$ cat config.mk
export PLATFORM = sky130hd
export DESIGN_NAME = sumator_serial_flat
export DESIGN_NICKNAME = d
export VERILOG_FILES = /design/src/rtl/sumator_pkg.sv /design/src/rtl/sumator_if.sv /design/src/rtl/sumator_chunk.sv /design/src/rtl/sumator_serial.sv /design/src/flat_wrapper.sv
export SDC_FILE = /design/constraint.sdc
export NUM_CORES = 1
export LEC_CHECK = 0
export ABC_AREA = 1
export CORE_MARGIN = 1.5
export CORE_UTILIZATION = 25
export DETAILED_ROUTE_END_ITERATION = 10
export PLACE_DENSITY = 0.46
export SYNTH_ARGS = -nofsm -noshare
export SYNTH_HDL_FRONTEND = slang
export SYNTH_SLANG_ARGS = --single-unit
$ cat constraint.sdc
create_clock -name clk -period 2.4 [get_ports clk]
set_input_delay 0.36 -clock clk [delete_from_list [all_inputs] [get_ports clk]]
set_output_delay 0.36 -clock clk [all_outputs]
set_load 0.03 [all_outputs]
$ cat src/rtl/sumator_pkg.sv
// Shared types and helpers for the serial adder/subtractor.
// Imported by the chunk slice and the top level.
package sumator_pkg;

    typedef enum logic [1:0] {
        IDLE,
        RUN,
        DONE
    } state_t;

    localparam logic MODE_ADD = 1'b0;
    localparam logic MODE_SUB = 1'b1;

    function automatic int idx_w(input int n);
        return (n > 1) ? $clog2(n) : 1;
    endfunction

endpackage

$ cat src/rtl/sumator_if.sv
// Operand and result handshake bundle of the serial adder.
// master = producer/consumer side, slave = the adder.
interface sumator_if #(
    parameter int WIDTH = 16
);

    logic             in_valid;
    logic             in_ready;
    logic [WIDTH-1:0] a;
    logic [WIDTH-1:0] b;
    logic             sub;
    logic             out_valid;
    logic             out_ready;
    logic [WIDTH-1:0] sum;
    logic             carry;
    logic             overflow;

    modport master (
        output in_valid,
        output a,
        output b,
        output sub,
        output out_ready,
        input  in_ready,
        input  out_valid,
        input  sum,
        input  carry,
        input  overflow
    );

    modport slave (
        input  in_valid,
        input  a,
        input  b,
        input  sub,
        input  out_ready,
        output in_ready,
        output out_valid,
        output sum,
        output carry,
        output overflow
    );

endinterface

$ cat src/rtl/sumator_chunk.sv
// Combinational CHUNK-bit adder slice, reused once per chunk.
// cmsb is the carry into the slice MSB, needed for overflow.
module sumator_chunk #(
    parameter int CHUNK = 4
) (
    input  logic [CHUNK-1:0] x,
    input  logic [CHUNK-1:0] y,
    input  logic             cin,
    output logic [CHUNK-1:0] s,
    output logic             cout,
    output logic             cmsb
);

    logic [CHUNK:0] t;

    assign t    = {1'b0, x} + {1'b0, y} + {{CHUNK{1'b0}}, cin};
    assign s    = t[CHUNK-1:0];
    assign cout = t[CHUNK];
    // sum bit = x ^ y ^ carry-in, so the carry-in is recovered by xor
    assign cmsb = t[CHUNK-1] ^ x[CHUNK-1] ^ y[CHUNK-1];

endmodule

$ cat src/rtl/sumator_serial.sv
// Multi-cycle adder/subtractor: one CHUNK-bit slice per clock.
// Operands are captured once; result is held until consumed.
module sumator_serial
    import sumator_pkg::*;
#(
    parameter int WIDTH = 16,
    parameter int CHUNK = 4
) (
    input logic      clk,
    input logic      rst,
    sumator_if.slave bus
);

    localparam int N  = WIDTH / CHUNK;
    localparam int IW = idx_w(N);

    state_t state_q;
    state_t state_d;

    logic [WIDTH-1:0] a_q;
    logic [WIDTH-1:0] b_q;
    logic [WIDTH-1:0] sum_q;
    logic             c_q;
    logic             carry_q;
    logic             ovf_q;
    logic [IW-1:0]    idx_q;

    logic in_ready;
    logic out_valid;
    logic load;
    logic step;
    logic last;

    logic [CHUNK-1:0] x;
    logic [CHUNK-1:0] y;
    logic [CHUNK-1:0] s;
    logic             cout;
    logic             cmsb;

    assign last = (idx_q == IW'(N - 1));

    always_comb begin
        x = '0;
        y = '0;
        for (int j = 0; j < N; j++) begin
            if (idx_q == IW'(j)) begin
                x = a_q[j*CHUNK +: CHUNK];
                y = b_q[j*CHUNK +: CHUNK];
            end
        end
    end

    sumator_chunk #(
        .CHUNK(CHUNK)
    ) u_chunk (
        .x   (x),
        .y   (y),
        .cin (c_q),
        .s   (s),
        .cout(cout),
        .cmsb(cmsb)
    );

    always_ff @(posedge clk) begin
        if (rst) begin
            state_q <= IDLE;
        end else begin
            state_q <= state_d;
        end
    end

    always_comb begin
        state_d   = state_q;
        in_ready  = 1'b0;
        out_valid = 1'b0;
        load      = 1'b0;
        step      = 1'b0;
        unique case (state_q)
            IDLE: begin
                in_ready = 1'b1;
                if (bus.in_valid) begin
                    load    = 1'b1;
                    state_d = RUN;
                end
            end
            RUN: begin
                step = 1'b1;
                if (last) begin
                    state_d = DONE;
                end
            end
            DONE: begin
                out_valid = 1'b1;
                if (bus.out_ready) begin
                    state_d = IDLE;
                end
            end
            default: state_d = IDLE;
        endcase
    end

    always_ff @(posedge clk) begin
        if (rst) begin
            a_q     <= '0;
            b_q     <= '0;
            c_q     <= 1'b0;
            idx_q   <= '0;
            sum_q   <= '0;
            carry_q <= 1'b0;
            ovf_q   <= 1'b0;
        end else if (load) begin
            // subtract as a + ~b + 1: the +1 enters as chunk-0 carry
            a_q   <= bus.a;
            b_q   <= (bus.sub == MODE_SUB) ? ~bus.b : bus.b;
            c_q   <= (bus.sub == MODE_SUB);
            idx_q <= '0;
        end else if (step) begin
            for (int j = 0; j < N; j++) begin
                if (idx_q == IW'(j)) begin
                    sum_q[j*CHUNK +: CHUNK] <= s;
                end
            end
            c_q <= cout;
            if (last) begin
                idx_q   <= '0;
                carry_q <= cout;
                ovf_q   <= cout ^ cmsb;
            end else begin
                idx_q <= idx_q + IW'(1);
            end
        end
    end

    assign bus.in_ready  = in_ready;
    assign bus.out_valid = out_valid;
    assign bus.sum       = sum_q;
    assign bus.carry     = carry_q;
    assign bus.overflow  = ovf_q;

endmodule

$ cat src/flat_wrapper.sv
// flat-port wrapper written by rule: the top's interface ports become plain ports
module sumator_serial_flat import sumator_pkg::*;
#(
    parameter int WIDTH = 16,
    parameter int CHUNK = 4
)
  (clk, rst, bus_in_valid, bus_a, bus_b, bus_sub, bus_out_ready, bus_in_ready, bus_out_valid, bus_sum, bus_carry, bus_overflow);
  sumator_if #(.WIDTH(WIDTH)) bus_i ();
  input logic clk;
  input logic rst;
  input wire logic [$bits(bus_i.in_valid)-1:0] bus_in_valid;
  input wire logic [$bits(bus_i.a)-1:0] bus_a;
  input wire logic [$bits(bus_i.b)-1:0] bus_b;
  input wire logic [$bits(bus_i.sub)-1:0] bus_sub;
  input wire logic [$bits(bus_i.out_ready)-1:0] bus_out_ready;
  output wire logic [$bits(bus_i.in_ready)-1:0] bus_in_ready;
  output wire logic [$bits(bus_i.out_valid)-1:0] bus_out_valid;
  output wire logic [$bits(bus_i.sum)-1:0] bus_sum;
  output wire logic [$bits(bus_i.carry)-1:0] bus_carry;
  output wire logic [$bits(bus_i.overflow)-1:0] bus_overflow;
  assign bus_i.in_valid = bus_in_valid;
  assign bus_i.a = bus_a;
  assign bus_i.b = bus_b;
  assign bus_i.sub = bus_sub;
  assign bus_i.out_ready = bus_out_ready;
  assign bus_in_ready = bus_i.in_ready;
  assign bus_out_valid = bus_i.out_valid;
  assign bus_sum = bus_i.sum;
  assign bus_carry = bus_i.carry;
  assign bus_overflow = bus_i.overflow;
  sumator_serial #(.WIDTH(WIDTH), .CHUNK(CHUNK)) u_core (.clk(clk), .rst(rst), .bus(bus_i));
endmodule
==> results by group, run 1 <==
Cells and area
  • Nets: 463
  • Commonest non-fill, non-tap cell in the layout: clkdlybuf4s50_1
  • Fin util: 0.359
  • FILL cells: 1145
  • P&R area growth vs syn: 40.3%
  • Layout cells sized above 1: 0.182
  • # diodes: 0
  • Most frequent cells in the layout: clkdlybuf4s50_1 (56), dfxtp_1 (53), nor2_1 (48)

Clock tree
  • Clock-pin slew on the worst setup and hold paths: 0.10 ns
  • CTS Root Cell: clkbuf_8
  • Total CTS buffers: 5
  • CTS sink cnt: 55
  • Largest buffer count on any clock path: 2
  • Worst-Skew Late Latency: 0.31 ns
  • CTS tree: done
  • Max H-tree Level: 2

Placed design
  • Dpl hpwl: 5.24 mm
  • RePlAce Congestion: 0.821
  • Place WS: -0.108 ns
  • Port bufs: 56

Worst setup path
  • Setup crit end kind: flop
  • Crit Path Max Fanout: 6
  • CP Data Required Time: 2.65 ns
  • Crit path launch type: flop
  • WS Path Type: flop to flop
  • CP Data Arrival Time: 2.64 ns

Floorplanning
  • Die Wd: 106 um
  • Die area: 11100 sq um
  • Core area: 10300 sq um
  • I/O pin cnt: 57
  • Starting density of the core: 0.256
  • Die height: 106 um
  • Row count: 37

Drt
  • Via density per instance: 4.23
  • Drt pass-1 iters: 4
  • Final WL: 6.69 mm
  • Routed wire per std cell: 12.1 um
  • DR DRC count: 0
  • Detailed Route Iter0 Violations: 42
  • Final ANT Viol Nets: 0
  • DR vias: 2344

GRT
  • Vias in the first global route: 2344
  • Overflow after GRT: 0
  • GRT Util Overall: 0.125
  • First-pass GRT wire length: 11.0 mm
  • Pin count of the biggest net entering global routing: 20
  • Initial antenna violation count: 0

Run
  • Max cap viols: 0

Timing
  • Slew Limit Fails: 0
  • Fmax: 417 MHz
  • Crit path time final: 2.40 ns
  • Slew @ Worst Pin: 0.587 ns
  • Final period util: 0.998
  • Worst setup slack after layout: 0.00444 ns
  • RSZ-0062 raised after global routing: true
  • Setup-failing EPs final: 0
  • Slew margin rel.: 0.608
  • Final hold violation count: 0
  • Skew final: 0.00726 ns
  • Final TNS setup: 0 ns

Pwr
  • P_leak: 1.48 nW
  • Combinational share of power: 0.246
  • Sw Ratio: 0.289
  • IR Drop Worst-Case VDD: 234 uV
  • Total Power: 2.14 mW
  • Clock power share: 0.287
  • Sequential share of power: 0.467
  • P_int: 1.52 mW
  • P per Cell Area: 581 nW/um^2
  • Net Sw Power: 618 uW

Logic synthesis
  • Area share of and/or/nand/nor cells after synthesis: 0.196
  • Xor/xnor share of the synthesized area: 0.0566
  • Post-synthesis cell type count: 28
  • Post-synthesis mux area share: 0
  • Compound-gate portion of the synthesized area: 0.193
  • Largest family of logic cells by synthesized area: simple AND/OR/NAND/NOR gates
  • Ys Warns: 0
  • Mean Syn Cell Area: 7.64 sq um
  • Synthesized cell area: 2630 sq um
  • Syn Nets: 390
  • Flops & latches, synth: 55
  • Adder-Cell Fraction of Synth Area: 0.0485
  • Sequential share of the synthesized area: 0.419
  • Mapped Cells: 344

Status
  • Outcome: complete, no violations

Hold path
  • HP Class: flop to flop
==> area by class of cell <==
type	instances	area (sq um)	share of cell area
repair buffers	81	748	0.203
flip-flops and latches	55	1110	0.301
multi-input cells	235	1400	0.379
well taps	136	170	0.0461
clock inverters	1	30.0	0.00814
clock buffers	7	76.3	0.0207
inverters	39	155	0.0421
==> state kept, by name, indices dropped and copies added, names as in the netlist <==
register             count
u_core.a_q              16
u_core.bus.sum          16
u_core.bus.overflow      1
u_core.idx_q             2
u_core.bus.carry         1
u_core.b_q              16
u_core.c_q               1
u_core.state_q           2
==> synth_stat cells, drive strengths merged <==
library cell,count,share of area
buf,9,0.021
clkinv,1,0.0019
clkbuf,6,0.010
xnor2,16,0.053
a31oi,1,0.0024
o21ai,38,0.072
xor2,1,0.0033
nand2,46,0.070
o21a,3,0.0086
nor2,56,0.095
fa,2,0.015
o22ai,16,0.038
inv,38,0.054
a21oi,30,0.063
ha,7,0.033
dfxtp,55,0.42
nand3,16,0.030
o211ai,3,0.0086
==> worst max-delay path: stages, from the launching register on <==
cell	delay, ns
dfxtp_4	0.37
buf_4	0.14
ha_4	0.17
a21oi_1	0.16
a21oi_1	0.11
fa_2	0.39
fa_2	0.39
a21oi_2	0.17
nand3_1	0.09
nand2_1	0.08
inv_1	0.04
nand2_1	0.05
nand2_1	0.06
a21oi_2	0.11
==> timing repair <==
| action | 4_1_cts | 5_1_grt |
|---|---|---|
| resized for setup | 6 | 12 |
| hold buffers | 0 | 0 |
| pin swaps | 4 | 6 |
| buffers inserted | 3 | 2 |
| setup endpoints to repair | 9 | 9 |
==> metrics by stage <==
| stage | cell area [sq um] | hold WS (ns) | instances |
|---|---|---|---|
| after floorplan | 2690 | 0.451 | 344 |
| after global placement | 3470 | 0.449 | 541 |
| after detailed placement | 3470 | 0.455 | 541 |
| after CTS | 3630 | 0.470 | 552 |
| after global routing | 3690 | 0.483 | 554 |
| final | 3690 | 0.467 | 554 |
==> final timing paths <==
kind	endpoint	cells after the start	from	slack [ns]
max	u_core.bus.overflow$_SDFFE_PP0P_	13	u_core.idx_q[1]$_SDFFE_PP0P_	0.004
min	u_core.bus.sum[0]$_SDFFE_PP0P_	2	u_core.bus.sum[0]$_SDFFE_PP0P_	0.47
max reg2reg	u_core.bus.overflow$_SDFFE_PP0P_	13	u_core.idx_q[1]$_SDFFE_PP0P_	0.004
min reg2reg	u_core.bus.sum[0]$_SDFFE_PP0P_	2	u_core.bus.sum[0]$_SDFFE_PP0P_	0.47
==> logic make-up (layout without fill, tap and decap cells) <==
logic type               after synthesis  after routing
AND/OR/NAND/NOR                      118            118
AO/OA/AOI/OAI                         91             91
flip-flops                            55             55
buffers and inverters                 54            128
XOR/XNOR                              17             17
adder cells (fa/ha/maj)                9              9
==> metal layers <==
| layer | global-route usage | vias to the layer above | share of wire |
|---|---|---|---|
| met5 | 0 | - | 0 |
| met4 | 0.0347 | 0 | 0.011 |
| li1 | - | 1267 | - |
| met3 | 0.0229 | 8 | 0.034 |
| met2 | 0.217 | 41 | 0.46 |
| met1 | 0.159 | 1028 | 0.49 |
==> power groups by stage <==
stage          registers (mW)  clock network [mW]  logic [mW]
3_5_place_dp             1.02                   0       0.493
5_1_grt                  1.01               0.663       0.579
2_1_floorplan            1.03                   0       0.295
6_report                 1.00               0.614       0.526
4_1_cts                  1.00               0.641       0.504
3_3_place_gp             1.02                   0       0.489
No activity file was read; power rests on OpenSTA's default activity.
==> run 2, diff against run 1 <==
- CORE_UTILIZATION: 25 -> 54
- PLACE_DENSITY: 0.46 -> 0.83
- clock period: 2.4 -> 3.1 ns (I/O delays scaled with it)
==> results by group, run 2 (synthesized netlist as in run 1, its figures left out) <==
GRT
  • Overflow after GRT: 0 (unchanged)
  • Initial antenna violation count: 0 (unchanged)
  • Vias in the first global route: 2173 (was 2344)
  • Pin count of the biggest net entering global routing: 33 (was 20)
  • First-pass GRT wire length: 9.63 mm (was 11.0 mm)
  • GRT Util Overall: 0.230 (was 0.125)

Worst setup path
  • Setup crit end kind: flop (unchanged)
  • CP most frequent cell: nand2_1 (unchanged)
  • Slowest stage delay, CP: 0.44 ns (was 0.39 ns)
  • WS Path Type: flop to flop (unchanged)
  • Slowest-stage cell, CP: fa_1 (was fa_2)
  • Reg2Reg Setup Slack: 0.21 ns (was 0.004 ns)
  • Crit Path Max Fanout: 13 (was 6)
  • Reg2Reg Depth: 16 (was 13)
  • CP Data Arrival Time: 3.08 ns (was 2.64 ns)
  • Worst-path cell chain: inv_1 > ha_1 > inv_2 > o22ai_1 > o21ai_0 > o21ai_0 > fa_1 > fa_1 > nand2_1 > nand3_1 > nand3_1 > nand2_1 > inv_1 > nand2_1 > nand2_1 > a21oi_2 (was buf_4 > ha_4 > a21oi_1 > a21oi_1 > fa_2 > fa_2 > a21oi_2 > nand3_1 > nand2_1 > inv_1 > nand2_1 > nand2_1 > a21oi_2)
  • Crit path launch type: flop (unchanged)
  • CP Data Required Time: 3.29 ns (was 2.65 ns)

Clock tree
  • Largest buffer count on any clock path: 2 (unchanged)
  • CTS tree: done (unchanged)
  • CTS sink cnt: 55 (unchanged)
  • Cts hold-fix bufs: 0 (unchanged)
  • Worst-Skew Late Latency: 0.30 ns (was 0.31 ns)
  • Clock-pin slew on the worst setup and hold paths: 0.10 ns (about the same)
  • CTS Root Cell: clkbuf_8 (unchanged)
  • Max H-tree Level: 2 (unchanged)
  • Total CTS buffers: 5 (unchanged)

Pwr
  • Total Power: 1.53 mW (was 2.14 mW)
  • P_leak: 1.37 nW (was 1.48 nW)
  • IR Drop Worst-Case VDD: 274 uV (was 234 uV)
  • P per Cell Area: 463 nW/um^2 (was 581 nW/um^2)

Placed design
  • RePlAce Congestion: 0.930 (was 0.821)
  • Area of placed instances: 3200 sq um (was 3470 sq um)
  • DP Cell Count: 442 (was 541)
  • Port bufs: 56 (unchanged)
  • Dpl hpwl: 4.48 mm (was 5.24 mm)

Timing
  • RSZ-0062 raised after global routing: false (was true)
  • Crit path time final: 2.89 ns (was 2.40 ns)
  • Final period util: 0.931 (was 0.998)
  • Slew Limit Fails: 0 (unchanged)
  • Slew margin rel.: 0.418 (was 0.608)
  • Slew @ Worst Pin: 0.871 ns (was 0.587 ns)
  • Setup-failing EPs final: 0 (unchanged)
  • Fmax: 346 MHz (was 417 MHz)
  • Skew final: 0.00924 ns (was 0.00726 ns)
  • Final TNS setup: 0 ns (unchanged)
  • Final hold violation count: 0 (unchanged)

Cells and area
  • Area of the multi-input gates: 1300 sq um (was 1400 sq um)
  • Fin area: 3300 sq um (was 3690 sq um)
  • FILL cells: 401 (was 1145)
  • Fin util: 0.703 (was 0.359)
  • Register area: 1100 sq um (was 1110 sq um)
  • Commonest non-fill, non-tap cell in the layout: clkdlybuf4s50_1 (unchanged)
  • Most frequent cells in the layout: clkdlybuf4s50_1 (56), dfxtp_1 (55), nor2_1 (50) (was clkdlybuf4s50_1 (56), dfxtp_1 (53), nor2_1 (48))
  • Nets: 441 (was 463)
  • Layout cells sized above 1: 0.0859 (was 0.182)
  • P&R area growth vs syn: 25.4% (was 40.3%)
  • Final cell count without fillers: 450 (was 554)
  • # diodes: 0 (unchanged)

Floorplanning
  • I/O pin cnt: 57 (unchanged)
  • Core area: 4690 sq um (was 10300 sq um)
  • Die area: 5300 sq um (was 11100 sq um)
  • Die Wd: 72.8 um (was 106 um)
  • Starting density of the core: 0.560 (was 0.256)
  • Die height: 72.8 um (was 106 um)
  • Row count: 25 (was 37)

Hold path
  • HP Class: flop to flop (unchanged)
  • Hold Crit Depth: 2 (unchanged)

Drt
  • Detailed Route Iter0 Violations: 141 (was 42)
  • DR vias: 2368 (was 2344)
  • Via density per instance: 5.26 (was 4.23)
  • Routed wire per std cell: 13.0 um (was 12.1 um)
  • Final ANT Viol Nets: 0 (unchanged)
  • Drt pass-1 iters: 4 (unchanged)
  • DR DRC count: 0 (unchanged)
  • Final WL: 5.85 mm (was 6.69 mm)

Run
  • Max cap viols: 0 (unchanged)

Status
  • Outcome: complete, no violations (unchanged)
run 2: layout make-up:
type / instances / area share
inverter: 39 / 0.0448
sequential: 55 / 0.334
clock inverter: 1 / 0.00266
multi-input combinational: 235 / 0.395
tap: 54 / 0.0205
clock buffer: 7 / 0.0262
timing repair buffer: 59 / 0.177
run 2: stage by stage:
| stage | hold WS [ns] | setup WS, ns |
|---|---|---|
| floorplan | 0.451 | 0.449 |
| global placement | 0.457 | 0.360 |
| detailed placement | 0.465 | 0.273 |
| CTS | 0.480 | 0.218 |
| global route | 0.497 | 0.0555 |
| finish | 0.479 | 0.214 |
run 2: layer usage:
layer / track usage / part of all wire / vias up / routed length (um)
met5: 0 / 0 / - / 0
met4: 0.0734 / 0.018 / 0 / 103
met3: 0.0442 / 0.043 / 12 / 249
met2: 0.385 / 0.48 / 77 / 2820
met1: 0.299 / 0.46 / 1061 / 2680
li1: - / - / 1218 / -
run 2: timing repair:
item                                    4_1_cts  5_1_grt
setup buffers                                 0        0
endpoints found under the setup margin        0        1
gates resized for setup                       0        2
run 2: worst max-delay path, delay by kind of cell (launching register included):
family | cells | cell delay, ns
AOI/OAI and AO/OA | 4 | 0.43
adders and majority gates | 3 | 1.10
buffers and inverters | 3 | 0.33
DFF | 1 | 0.39
and+or+nand+nor | 6 | 0.53
run 2: report_power, final:
part / total [mW] / switching [mW] / leakage (nW) / internal, mW
clock network: 0.409 / 0.225 / 0.0484 / 0.184
registers: 0.776 / 0.0252 / 0.451 / 0.751
logic: 0.343 / 0.196 / 0.872 / 0.147
total: 1.53 / 0.446 / 1.37 / 1.08
run 2: worst paths after layout:
kind / to / start
worst max-delay path: u_core.bus.overflow$_SDFFE_PP0P_ / u_core.idx_q[1]$_SDFFE_PP0P_
worst min-delay path: u_core.bus.sum[9]$_SDFFE_PP0P_ / u_core.bus.sum[9]$_SDFFE_PP0P_
worst max register to register: u_core.bus.overflow$_SDFFE_PP0P_ / u_core.idx_q[1]$_SDFFE_PP0P_
worst min register to register: u_core.bus.sum[9]$_SDFFE_PP0P_ / u_core.bus.sum[9]$_SDFFE_PP0P_
==> run 3, diff against run 2 <==
- clock period: 3.1 -> 3.55 ns (I/O delays scaled with it)
==> results by group, run 3 (synthesized netlist as in run 1, its figures left out) <==
Status
  • Outcome: complete, no violations (unchanged)

Drt
  • Routed wire per std cell: 13.4 um (was 13.0 um)
  • Via density per instance: 5.29 (was 5.26)
  • DR vias: 2366 (was 2368)
  • Detailed Route Iter0 Violations: 219 (was 141)
  • Drt pass-1 iters: 4 (unchanged)
  • Final WL: 5.97 mm (was 5.85 mm)
  • DR DRC count: 0 (unchanged)
  • Final ANT Viol Nets: 0 (unchanged)

Floorplanning
  • Starting density of the core: 0.560 (unchanged)
  • I/O pin cnt: 57 (unchanged)
  • Core area: 4690 sq um (unchanged)
  • Die Wd: 72.8 um (unchanged)
  • Die area: 5300 sq um (unchanged)
  • Row count: 25 (unchanged)
  • Die height: 72.8 um (unchanged)

Timing
  • Slew @ Worst Pin: 0.915 ns (was 0.871 ns)
  • Final period util: 0.825 (was 0.931)
  • Fmax: 342 MHz (was 346 MHz)
  • Slew Limit Fails: 0 (unchanged)
  • Worst setup slack after layout: 0.623 ns (was 0.214 ns)
  • Slew margin rel.: 0.388 (was 0.418)
  • Crit path time final: 2.93 ns (was 2.89 ns)
  • Skew final: 0.00445 ns (was 0.00924 ns)
  • Final TNS setup: 0 ns (unchanged)
  • Setup-failing EPs final: 0 (unchanged)
  • Final hold violation count: 0 (unchanged)
  • RSZ-0062 raised after global routing: false (unchanged)

Cells and area
  • Commonest non-fill, non-tap cell in the layout: clkdlybuf4s50_1 (unchanged)
  • Most frequent cells in the layout: clkdlybuf4s50_1 (56), dfxtp_1 (55), nor2_1 (50) (unchanged)
  • Layout cells sized above 1: 0.0738 (was 0.0859)
  • P&R area growth vs syn: 24.9% (was 25.4%)
  • Nets: 439 (was 441)
  • Register area: 1100 sq um (unchanged)
  • # diodes: 0 (unchanged)
  • Fin area: 3280 sq um (was 3300 sq um)
  • FILL cells: 410 (was 401)
  • Area of the multi-input gates: 1300 sq um (about the same)

Worst setup path
  • CP Data Required Time: 3.75 ns (was 3.29 ns)
  • Reg2Reg Setup Slack: 0.62 ns (was 0.21 ns)
  • Crit path launch type: flop (unchanged)
  • WS Path Type: flop to flop (unchanged)
  • CP Data Arrival Time: 3.13 ns (was 3.08 ns)
  • CP Launch Point: u_core.idx_q[0]$_SDFFE_PP0P_ (was u_core.idx_q[1]$_SDFFE_PP0P_)
  • RR Endpoint: u_core.bus.overflow$_SDFFE_PP0P_ (unchanged)
  • Crit Path Max Fanout: 15 (was 13)
  • R2R Path Start: u_core.idx_q[0]$_SDFFE_PP0P_ (was u_core.idx_q[1]$_SDFFE_PP0P_)
  • Reg2Reg Depth: 13 (was 16)
  • Setup crit end kind: flop (unchanged)

Pwr
  • P_int: 990 uW (was 1.08 mW)
  • Sw Ratio: 0.277 (was 0.292)
  • Clock power share: 0.286 (was 0.268)
  • P per Cell Area: 417 nW/um^2 (was 463 nW/um^2)
  • P_leak: 1.37 nW (about the same)
  • IR Drop Worst-Case VDD: 225 uV (was 274 uV)
  • Sequential share of power: 0.494 (was 0.508)
  • Net Sw Power: 379 uW (was 446 uW)
  • Combinational share of power: 0.220 (was 0.224)

Clock tree
  • CTS sink cnt: 55 (unchanged)
  • Cts hold-fix bufs: 0 (unchanged)
  • Post-CTS Setup Repair Bufs: 0 (unchanged)
  • CTS Root Cell: clkbuf_8 (unchanged)
  • Largest buffer count on any clock path: 2 (unchanged)
  • Max H-tree Level: 2 (unchanged)
  • Worst-Skew Late Latency: 0.30 ns (about the same)
  • Total CTS buffers: 5 (unchanged)
  • Clock-pin slew on the worst setup and hold paths: 0.09 ns (was 0.10 ns)
  • CTS tree: done (unchanged)
  • Resized Gates After CTS: 0 (unchanged)

Run
  • Max cap viols: 0 (unchanged)

Hold path
  • Hold Crit Depth: 2 (unchanged)
  • HP Class: flop to flop (unchanged)
  • Worst Hold Endpoint: u_core.bus.sum[9]$_SDFFE_PP0P_ (unchanged)
  • Hold_sp: u_core.bus.sum[9]$_SDFFE_PP0P_ (unchanged)

Placed design
  • Port bufs: 56 (unchanged)
  • Area of placed instances: 3180 sq um (was 3200 sq um)
  • RePlAce Congestion: 0.887 (was 0.930)
  • Dpl hpwl: 4.46 mm (was 4.48 mm)
  • Place WS: 0.700 ns (was 0.273 ns)

GRT
  • GRT Util Overall: 0.240 (was 0.230)
  • First-pass GRT wire length: 9.86 mm (was 9.63 mm)
  • Pin count of the biggest net entering global routing: 24 (was 33)
  • Vias in the first global route: 2221 (was 2173)
  • Initial antenna violation count: 0 (unchanged)
  • Overflow after GRT: 0 (unchanged)
run 3: worst max-delay path, cell delays in order (launching register included):
cell and delay (ns):
dfxtp_1 0.35, inv_1 0.11, ha_1 0.49, inv_2 0.13
o211ai_1 0.12, a21oi_1 0.11, fa_1 0.44, fa_1 0.44
a21oi_1 0.24, nand3_1 0.10, nand2_1 0.09, nand3_1 0.07
nand2_1 0.08, a21oi_2 0.05
run 3: cell type report:
class	count	share of cell area
clock buffer	6	0.0221
clock inverter	1	0.00914
inverter	39	0.0450
multi-input combinational	235	0.395
sequential	55	0.335
tap	54	0.0206
timing repair buffer	57	0.173
run 3: power by group through the flow:
stage / clock [mW] / sequential [mW] / combinational, mW
after floorplan: 0 / 0.696 / 0.192
after global placement: 0 / 0.690 / 0.289
after detailed placement: 0 / 0.691 / 0.297
after CTS: 0.400 / 0.677 / 0.300
after global routing: 0.424 / 0.680 / 0.333
final: 0.391 / 0.677 / 0.301
run 3: routing by layer:
metal | wire, um | vias up | part of all wire | global-route usage
met2 | 2840 | 71 | 0.47 | 0.405
met5 | 0 | - | 0 | 0
met3 | 253 | 13 | 0.042 | 0.0483
met1 | 2730 | 1062 | 0.46 | 0.304
li1 | - | 1220 | - | -
met4 | 160 | 0 | 0.027 | 0.0881
run 3: worst max path at each step:
stage	to	slack [ns]	cells after the start
floorplan	u_core.bus.overflow$_SDFFE_PP0P_	0.90	15
global placement	u_core.bus.overflow$_SDFFE_PP0P_	0.81	13
detailed placement	u_core.bus.overflow$_SDFFE_PP0P_	0.70	13
CTS	u_core.bus.overflow$_SDFFE_PP0P_	0.67	13
global route	u_core.bus.overflow$_SDFFE_PP0P_	0.37	13
finish	u_core.bus.overflow$_SDFFE_PP0P_	0.62	13
run 3: stage by stage:
| stage | cells | power (mW) | hold slack [ns] | utilization |
|---|---|---|---|---|
| 3_5_place_dp | 440 | 0.988 | 0.466 | 0.678 |
| 6_report | 447 | 1.37 | 0.484 | 0.700 |
| 2_1_floorplan | 344 | 0.889 | 0.451 | - |
| 5_1_grt | 447 | 1.44 | 0.500 | 0.700 |
| 3_3_place_gp | 440 | 0.979 | 0.460 | 0.678 |
| 4_1_cts | 447 | 1.38 | 0.478 | 0.700 |
